$ cat src/rtl/pipelined_adder_sub.sv
// pipelined_adder_sub
//   WIDTH-bit adder/subtractor built from a ripple of 1-bit full-adder cells,
//   cut into STAGES carry-pipelined slices of CHUNK bits each. Stage k adds
//   operand slice k with the carry registered by stage k-1. Operand slices not
//   yet consumed travel forward in skew registers. Finished result slices travel
//   forward in de-skew registers, so the last stage presents one coherent beat.
//   All stages advance together (en) with valid/ready handshakes on both sides.

module pipelined_adder_sub #(
  parameter int WIDTH  = 32,
  parameter int STAGES = 4
) (
  input  logic             clk,
  input  logic             rst,
  input  logic             in_valid,
  output logic             in_ready,
  input  logic [WIDTH-1:0] a,
  input  logic [WIDTH-1:0] b,
  input  logic             cin,
  input  logic             sub,
  output logic             out_valid,
  input  logic             out_ready,
  output logic [WIDTH-1:0] sum,
  output logic             cout,
  output logic             ovf
);

  localparam int CHUNK = WIDTH / STAGES;
  localparam int LAST  = STAGES - 1;

  if ((WIDTH < 2) || (STAGES < 1) || ((WIDTH % STAGES) != 0)) begin : g_param_check
    $error("pipelined_adder_sub: need WIDTH >= 2 and WIDTH a multiple of STAGES");
  end

  // Ripple of CHUNK full-adder cells.
  // Returns {carry into the top cell, carry out of the top cell, sum slice}.
  function automatic logic [CHUNK+1:0] chunk_add(
    input logic [CHUNK-1:0] x,
    input logic [CHUNK-1:0] y,
    input logic             ci
  );
    logic             c;
    logic             c_top_in;
    logic [CHUNK-1:0] s;
    c        = ci;
    c_top_in = ci;
    s        = '0;
    for (int i = 0; i < CHUNK; i++) begin
      c_top_in = c;
      s[i]     = x[i] ^ y[i] ^ c;
      c        = (x[i] & y[i]) | (c & (x[i] ^ y[i]));
    end
    return {c_top_in, c, s};
  endfunction

  // Per-stage pipeline registers: operand skew, result de-skew, carry, mode.
  logic [STAGES-1:0] vld_r;
  logic [WIDTH-1:0]  a_r   [STAGES];
  logic [WIDTH-1:0]  b_r   [STAGES];
  logic [WIDTH-1:0]  s_r   [STAGES];
  logic [STAGES-1:0] c_r;
  logic [STAGES-1:0] sub_r;
  logic              cout_r;
  logic              ovf_r;

  // Values entering each stage and what that stage computes from them.
  logic [WIDTH-1:0]  src_a [STAGES];
  logic [WIDTH-1:0]  src_b [STAGES];
  logic [WIDTH-1:0]  src_s [STAGES];
  logic [STAGES-1:0] src_c;
  logic [STAGES-1:0] src_v;
  logic [STAGES-1:0] src_sub;
  logic [CHUNK+1:0]  res_s [STAGES];
  logic [WIDTH-1:0]  nxt_s [STAGES];
  logic [STAGES-1:0] nxt_c;
  logic [STAGES-1:0] nxt_ctop;
  logic              en;

  // Every stage shifts together whenever the output slot is free or draining.
  assign en        = !out_valid || out_ready;
  assign in_ready  = en;
  assign out_valid = vld_r[LAST];
  assign sum       = s_r[LAST];
  assign cout      = cout_r;
  assign ovf       = ovf_r;

  // Stage inputs (subtract folded into the operands at entry) and slice adds.
  always_comb begin
    src_a[0]   = a;
    src_b[0]   = sub ? ~b : b;
    src_s[0]   = '0;
    src_c[0]   = sub ? ~cin : cin;
    src_v[0]   = in_valid;
    src_sub[0] = sub;
    for (int k = 1; k < STAGES; k++) begin
      src_a[k]   = a_r[k-1];
      src_b[k]   = b_r[k-1];
      src_s[k]   = s_r[k-1];
      src_c[k]   = c_r[k-1];
      src_v[k]   = vld_r[k-1];
      src_sub[k] = sub_r[k-1];
    end
    for (int k = 0; k < STAGES; k++) begin
      res_s[k]                   = chunk_add(src_a[k][k*CHUNK +: CHUNK],
                                             src_b[k][k*CHUNK +: CHUNK],
                                             src_c[k]);
      nxt_s[k]                   = src_s[k];
      nxt_s[k][k*CHUNK +: CHUNK] = res_s[k][CHUNK-1:0];
      nxt_c[k]                   = res_s[k][CHUNK];
      nxt_ctop[k]                = res_s[k][CHUNK+1];
    end
  end

  // Pipeline advance; bubbles shift like beats, everything holds while stalled.
  always_ff @(posedge clk or posedge rst) begin
    if (rst) begin
      vld_r  <= '0;
      c_r    <= '0;
      sub_r  <= '0;
      cout_r <= 1'b0;
      ovf_r  <= 1'b0;
      for (int k = 0; k < STAGES; k++) begin
        a_r[k] <= '0;
        b_r[k] <= '0;
        s_r[k] <= '0;
      end
    end else if (en) begin
      vld_r <= src_v;
      c_r   <= nxt_c;
      sub_r <= src_sub;
      for (int k = 0; k < STAGES; k++) begin
        a_r[k] <= src_a[k];
        b_r[k] <= src_b[k];
        s_r[k] <= nxt_s[k];
      end
      // A carry out of the top bit means "no borrow" when subtracting.
      cout_r <= src_sub[LAST] ? ~nxt_c[LAST] : nxt_c[LAST];
      ovf_r  <= nxt_ctop[LAST] ^ nxt_c[LAST];
    end
  end

endmodule

$ cat config.mk
export PLATFORM = sky130hd
export DESIGN_NAME = pipelined_adder_sub
export DESIGN_NICKNAME = d
export VERILOG_FILES = /design/src/rtl/pipelined_adder_sub.sv
export SDC_FILE = /design/constraint.sdc
export NUM_CORES = 1
export LEC_CHECK = 0
export CORE_AREA = 4 4 135 137
export DETAILED_ROUTE_END_ITERATION = 7
export DIE_AREA = 0 0 139 141
export PLACE_DENSITY = 0.75
export SETUP_SLACK_MARGIN = 0.3
export SYNTH_ARGS = -nofsm -noshare
export SYNTH_HDL_FRONTEND = slang
export SYNTH_SLANG_ARGS = --single-unit
export TNS_END_PERCENT = 1
$ cat constraint.sdc
create_clock -name clk -period 6.3 [get_ports clk]
set_input_delay 1.26 -clock clk [delete_from_list [all_inputs] [get_ports clk]]
set_output_delay 1.26 -clock clk [all_outputs]
set_load 0.02 [all_outputs]
== Word level (Yosys, flattened, before mapping) ==
Index checks and enable logic that the tools add are counted.
Storage, ports and cells
  flip-flop bits (word level): 284
  bits of input ports: 70
  output and inout port bits: 36
  logic and storage cells: 184
Operators by class
  mux-type cells: 3
  bitwise gates (word level): 164
  reductions and logical operators: 2
Operator list (number)
  $xor 1x1->1: 65
  $and 1x1->1: 64
  $mux 32: 1
  $not 32->32: 1
  $or 1x1->1: 32
  $mux 1: 2
  $not 1->1: 2
  $logic_not 1->1: 1
  $logic_or 1x1->1: 1

== Depth between registers and ports, before layout ==
Gate-level depths: netlist (run 1).
  word-level depth: 19
  mapped depth: 15
  mapped depth without buffers: 12

== Least setup slack after synthesis (run 1) ==
Ideal clock, no wire load.
  kind: input port to flip-flop
  from: input port sub
  to: register s_r, in the netlist nxt_s[71]
  setup time: 0.125 ns
  arrival time: 5.211 ns
  data required time: 6.175 ns
  setup slack: 0.965 ns
  cell stages on the path: 15
  buffers on the path: 3
  cells stage by stage: buf_2 > buf_4 > buf_4 > xor2_1 > fa_1 > inv_1 > fa_1 > fa_1 > fa_1 > fa_1 > fa_1 > fa_1 > inv_1 > fa_1 > mux2_2
RTL lines
  from (decl): line 20  | input logic sub,
  to (signal, indexed assignment): line 134  | s_r[k] <= nxt_s[k];
  to (decl): line 60  | logic [WIDTH-1:0] s_r [STAGES];

==> metrics.txt, run 1 <==
Yosys cell types 15; Max stage delay cell, worst path clkdlybuf4s50_1; Die X 139 um; DRT Pass-1 Iters 4; max_cap viols 0; drc violations 0; syn nets 611; Critical Path Start Type input pin; Final Core Density 0.598; first-pass GRT wire length 24000 um; Crit Path Max Fanout 1; hold_ws 0.479 ns; hold-fix buffer count after cts 0; CP endpoint kind flop; Core ar. 17100 sq um; Vias per Instance 4.87; CP dominant cell by count fa_1; P&R area growth vs syn 20.9%; IO Pins 106; fillers 1298; clock root cell clkbuf_16; WL final 14000 um; Arrival @ worst endpoint 5.25 ns; Reg area 4700 sq um; share of layout cells above drive strength 1 0.336; DP HPWL 9190 um; die area 19600 sq um; CP required 6.61 ns; antenna violations before repair 0; LEAKAGE 4.59 nW; min Tclk post-route 4.94 ns; grt ovf 0; post-synthesis sequential area ratio 0.558; unrepaired setup endpoints after global routing false; Initial DRC Count 114; largest net degree at the start of global routing 189; fin crit share 0.784; Final Hold Fails 0; CP Class in -> reg; Max-Slew Margin vs Limit 0.153; Slew Viols, Final 0; Clock transition at path regs 0.06 ns; fmax 0.202 GHz; Die Height 141 um; Hold Path Class reg -> reg; multi-input combinational cell area 3430 sq um; Top Family by Delay on Critical Path adder cells; setup tns final 0 ns; cts bufs inserted 17; vias in the first global route 4513; antenna-violating nets left 0; Post-CTS Setup Inserts 0; vias 4129; fin nets 712; worst slew pin tran 1.27 ns; number of clock sinks 188; Syn. warnings 0; GRT Total Usage 0.153; slowest stage delay, CP 0.48 ns; synthesized area 8440 sq um; Clock Latency Late Sink 0.42 ns; Buf/Inv on CP 3; PD cells 495 nW/um^2; crit-path cells clkdlybuf4s50_1, xor2_1, fa_1, inv_1, fa_1, fa_1, fa_1, fa_1, fa_1, fa_1, inv_1, fa_1, mux2_2; CTS Buffer Depth 2; final setup skew 0.0106 ns; H-tree depth 4; Buffers on Ports 105; #FFs+latches synth 188; Initial Utilization 0.495; VDD IR-drop max 0.436 mV; CTS tree yes; WL per Instance 16.5 um; status finished, final reports clean; Final setup viols 0; Mapped Cells 509; RePlAce Congestion 0.787; diodes inserted 0; Core Rows 48; Post-CTS Resized 0; Avg Cell Area, Syn 16.6 sq um
[path summary, 6_finish.rpt]
check	start	to	depth (start not counted)	slack, ns
min in group asynchronous	rst	sum[10]$_DFFE_PP0P_	3	1.42
setup / recovery	b[0]	nxt_s[71]$_DFFE_PP0P_	13	1.36
setup reg to reg	b_r[56]$_DFFE_PP0P_	ovf$_DFFE_PP0P_	12	2.17
hold reg to reg	vld_r[2]$_DFFE_PP0P_	vld_r[3]$_DFFE_PP0P_	1	0.48
max in group asynchronous	rst	b_r[108]$_DFFE_PP0P_	3	3.98
hold / removal	vld_r[2]$_DFFE_PP0P_	vld_r[3]$_DFFE_PP0P_	1	0.48
[metrics by stage]
step	setup WS [ns]	instance area, sq um	total power [mW]	cells
after detailed placement	0.915	9620	4.06	816
final	1.36	10200	5.05	847
after floorplan	0.965	8440	3.46	509
after CTS	1.37	10200	5.13	847
after global placement	0.998	9620	3.95	816
after global routing	1.26	10200	5.39	847
[placed cells by master, fill, tap and decap left out, drive strengths merged]
| master | netlist | routed |
|---|---|---|
| mux2 | 172 | 172 |
| xnor2 | 8 | 8 |
| clkbuf | 2 | 19 |
| nand2b | 2 | 2 |
| clkinv | 0 | 4 |
| clkdlybuf4s50 | 0 | 104 |
| clkinvlp | 0 | 3 |
| nor3b | 11 | 11 |
| a21oi | 11 | 11 |
| dfrtp | 188 | 188 |
| bufinv | 0 | 2 |
| inv | 27 | 30 |
| xor2 | 27 | 27 |
| buf | 25 | 5 |
| fa | 32 | 32 |
| mux2i | 4 | 4 |
[flip-flops by register name, summed over array words and instances, names as in the netlist]
signal	cells
a_r	48
b_r	48
c_r	3
cout	1
nxt_s	48
ovf	1
sub_r	3
sum	32
vld_r	4
[report_power, final]
part / switching [mW] / leakage [nW] / total (mW) / internal, mW
sequential: 0.333 / 2.18 / 2.09 / 1.76
combinational: 0.740 / 2.13 / 1.91 / 1.17
clock: 0.454 / 0.281 / 1.05 / 0.598
total: 1.53 / 4.59 / 5.05 / 3.52
[per-layer routing]
metal,part of all wire,GRT usage,vias up
met5,0,0,-
met4,0.011,0.0505,0
met3,0.039,0.0424,14
met2,0.49,0.238,85
met1,0.46,0.210,2119
li1,-,-,1911
[Yosys cell counts]
cell / count / area share
dfrtp_1: 188 / 0.56
mux2_4: 92 / 0.16
mux2_2: 80 / 0.11
fa_1: 32 / 0.076
inv_1: 27 / 0.012
xor2_1: 27 / 0.028
buf_6: 12 / 0.016
a21oi_1: 11 / 0.0065
buf_2: 11 / 0.0065
nor3b_1: 11 / 0.0098
xnor2_1: 8 / 0.0083
mux2i_1: 4 / 0.0047
buf_4: 2 / 0.0018
clkbuf_1: 2 / 0.00089
nand2b_1: 2 / 0.0015
[logic make-up after synthesis]
kind of cell | share of synthesized area
compound gates | 0.00652
xor+xnor | 0.0363
fa+ha+maj | 0.0759
buf+inv | 0.0372
flops | 0.558
mux | 0.275
simple gates | 0.0113
[final cells by class]
cell class / instances / share of cell area
flip-flops and latches: 188 / 0.461
repair buffers: 109 / 0.108
clock buffers: 19 / 0.0434
multi-input cells: 267 / 0.336
well taps: 225 / 0.0276
clock inverters: 12 / 0.0135
inverters: 27 / 0.0103
[worst reg2reg max path, delay by kind of cell, from the launching register on]
family	cells	cell delay (ns)
DFF	1	0.38
buffers and inverters	2	0.13
xor gates and xnor gates	1	0.18
muxes	1	0.26
adders and majority gates	8	3.05
Note: power is estimated with default switching activity, not from simulation.
==> run 2, diff against run 1 <==
--- a/config.mk
+++ b/config.mk
@@ -5,10 +5,10 @@
 export SDC_FILE = /design/constraint.sdc
 export NUM_CORES = 1
 export LEC_CHECK = 0
-export CORE_AREA = 4 4 135 137
+export CORE_AREA = 4 4 128 130
 export DETAILED_ROUTE_END_ITERATION = 7
-export DIE_AREA = 0 0 139 141
-export PLACE_DENSITY = 0.75
+export DIE_AREA = 0 0 132 134
+export PLACE_DENSITY = 0.8
 export SETUP_SLACK_MARGIN = 0.3
 export SYNTH_ARGS = -nofsm -noshare
 export SYNTH_HDL_FRONTEND = slang
==> constraint.sdc (replaced) <==
create_clock -name clk -period 4.95 [get_ports clk]
set_input_delay 0.99 -clock clk [delete_from_list [all_inputs] [get_ports clk]]
set_output_delay 0.99 -clock clk [all_outputs]
set_load 0.02 [all_outputs]
==> run 2 against run 1 <==
Against the previous run:
- register-to-register slack worse by 1.4 ns
- final area up 0.18%
- clock skew up 0.0040 ns
- sequential power up 27%
- combinational power up 27%
- sequential share of layout area down 0.085 points
- routed wire length up 0.26%
- critical path depth down 1
- critical endpoint unchanged
==> metrics.txt, run 2 (same netlist as run 1, synthesis figures left out) <==
Worst Hold Launch vld_r[2]$_DFFE_PP0P_; Tot Pwr 6.44 mW; hold worst-path end vld_r[3]$_DFFE_PP0P_; Die X 132 um; diodes inserted 0; Area after DPL 9600 sq um; Core Rows 45; CP required 5.25 ns; fmax 0.223 GHz; Clock Latency Late Sink 0.43 ns; DP HPWL 9450 um; number of clock sinks 188; Initial DRC Count 187; antenna-violating nets left 0; Buffers on Ports 105; CP endpoint kind flop; max_cap viols 0; commonest non-fill, non-tap cell in the layout dfrtp_1; CTS tree yes; IO Pins 106; cts bufs inserted 17; R2R Setup Slk 0.82 ns; clock root cell clkbuf_16; multi-input combinational cell area 3450 sq um; share of layout cells above drive strength 1 0.354; LEAKAGE 4.63 nW; first-pass GRT wire length 24100 um; die area 17700 sq um; largest net degree at the start of global routing 104; Arrival @ worst endpoint 4.79 ns; GRT Total Usage 0.171; vias 4245; RePlAce Congestion 0.801; antenna violations before repair 0; VDD IR-drop max 0.347 mV; Die Height 134 um; Reg area 4700 sq um; vias in the first global route 4717; top sig layer met4; Max-Slew Margin vs Limit 0.241; PD cells 630 nW/um^2; CTS Buffer Depth 2; hold depth 1; Final Cell Area 10200 sq um; hold-fix buffer count after cts 0; fin nets 716; fillers 1018; CP dominant cell by count fa_2; unrepaired setup endpoints after global routing false; Critical Path Start Type input pin; WL per Instance 17.2 um; Final setup viols 0; drc violations 0; Max stage delay cell, worst path clkdlybuf4s50_1; most frequent cells in the layout 188 x dfrtp_1, 102 x clkdlybuf4s50_1, 92 x mux2_4, 80 x mux2_2, 27 x fa_1; grt ovf 0; Hold Path Class reg -> reg; CP Class in -> reg; DRT met1 WL 6310 um; Slew Viols, Final 0; crit-path cells clkdlybuf4s50_1, fa_2, inv_1, fa_2, fa_2, fa_2, fa_2, fa_1, fa_1, inv_1, fa_1, mux2_2; WL final 14000 um; status finished, final reports clean; Met3 Wirelength 545 um; min Tclk post-route 4.49 ns; P&R area growth vs syn 21.1%; worst slew pin tran 1.14 ns; H-tree depth 4; DRT Pass-1 Iters 4; worst r2r path cells 12; Reg2Reg Launch Point b_r[56]$_DFFE_PP0P_; Clock transition at path regs 0.07 ns; r2r endpoint ovf$_DFFE_PP0P_; fin crit share 0.907; Initial Utilization 0.557; Crit Path Max Fanout 1; final setup skew 0.0147 ns; Post-CTS Setup Inserts 0; met2 WL 7020 um; Final Hold Fails 0; Vias per Instance 5.21; Core ar. 15100 sq um; slowest stage delay, CP 0.48 ns
[run 2: changes by cell type in the layout (fill, tap and decap cells not counted)]
cell | previous run | this run
dlymetal6s2s_1 | 0 | 2
clkbuf_1 | 1 | 0
xor2_1 | 27 | 25
clkinvlp_4 | 3 | 4
clkinv_2 | 2 | 1
xor2_2 | 0 | 2
bufinv_16 | 2 | 1
fa_2 | 0 | 5
inv_8 | 0 | 1
inv_6 | 4 | 5
fa_1 | 32 | 27
clkdlybuf4s50_1 | 104 | 102
clkbuf_8 | 1 | 2
buf_4 | 2 | 6
[run 2: metal layers]
metal  vias to the layer above  track usage
met5                         -            0
met4                         0       0.0543
met3                        11       0.0431
met2                        86        0.276
met1                      2226        0.229
li1                       1922            -
[run 2: cell type report]
class	count	share of cell area
tap	188	0.0230
multi-input combinational	267	0.338
sequential	188	0.460
inverter	27	0.0103
timing repair buffer	113	0.111
clock buffer	19	0.0443
clock inverter	13	0.0127
[run 2: worst max path at each step]
stage                     cells past startpoint                    end  start  slack, ns
after floorplan                              15  nxt_s[71]$_DFFE_PP0P_    sub      -0.12
after global placement                       13  nxt_s[71]$_DFFE_PP0P_   b[0]      -0.09
after detailed placement                     13  nxt_s[71]$_DFFE_PP0P_   b[0]      -0.25
after CTS                                    13  nxt_s[71]$_DFFE_PP0P_   b[0]       0.31
after global routing                         12  nxt_s[71]$_DFFE_PP0P_   a[0]       0.38
final                                        12  nxt_s[71]$_DFFE_PP0P_   a[0]       0.46
[run 2: what timing repair did]
item / in CTS / in global routing
gates resized for setup: 4 / 5
pin swaps: 0 / 6
endpoints found under the setup margin: 1 / 1
endpoints found under the hold margin: 0 / 0
[run 2: report_power, final]
group          total (mW)  switching (mW)  internal, mW  leakage (nW)
Sequential           2.66           0.429          2.24          2.18
Combinational        2.43           0.946          1.48          2.17
Clock                1.34           0.610         0.733         0.279
[run 2: worst max-delay path, delay by kind of cell]
kind | cells | cell delay, ns
fa+ha+maj | 8 | 2.92
mux | 1 | 0.27
buf+inv | 3 | 0.61
[run 2: per-stage QoR]
step / instances / setup TNS, ns / setup WS, ns / hold WS [ns] / utilization
floorplan: 509 / -0.115 / -0.115 / 0.435 / -
global placement: 783 / -0.0871 / -0.0871 / 0.458 / 0.634
detailed placement: 783 / -0.251 / -0.251 / 0.447 / 0.634
CTS: 815 / 0 / 0.313 / 0.466 / 0.674
global route: 815 / 0 / 0.381 / 0.491 / 0.675
finish: 815 / 0 / 0.462 / 0.463 / 0.675
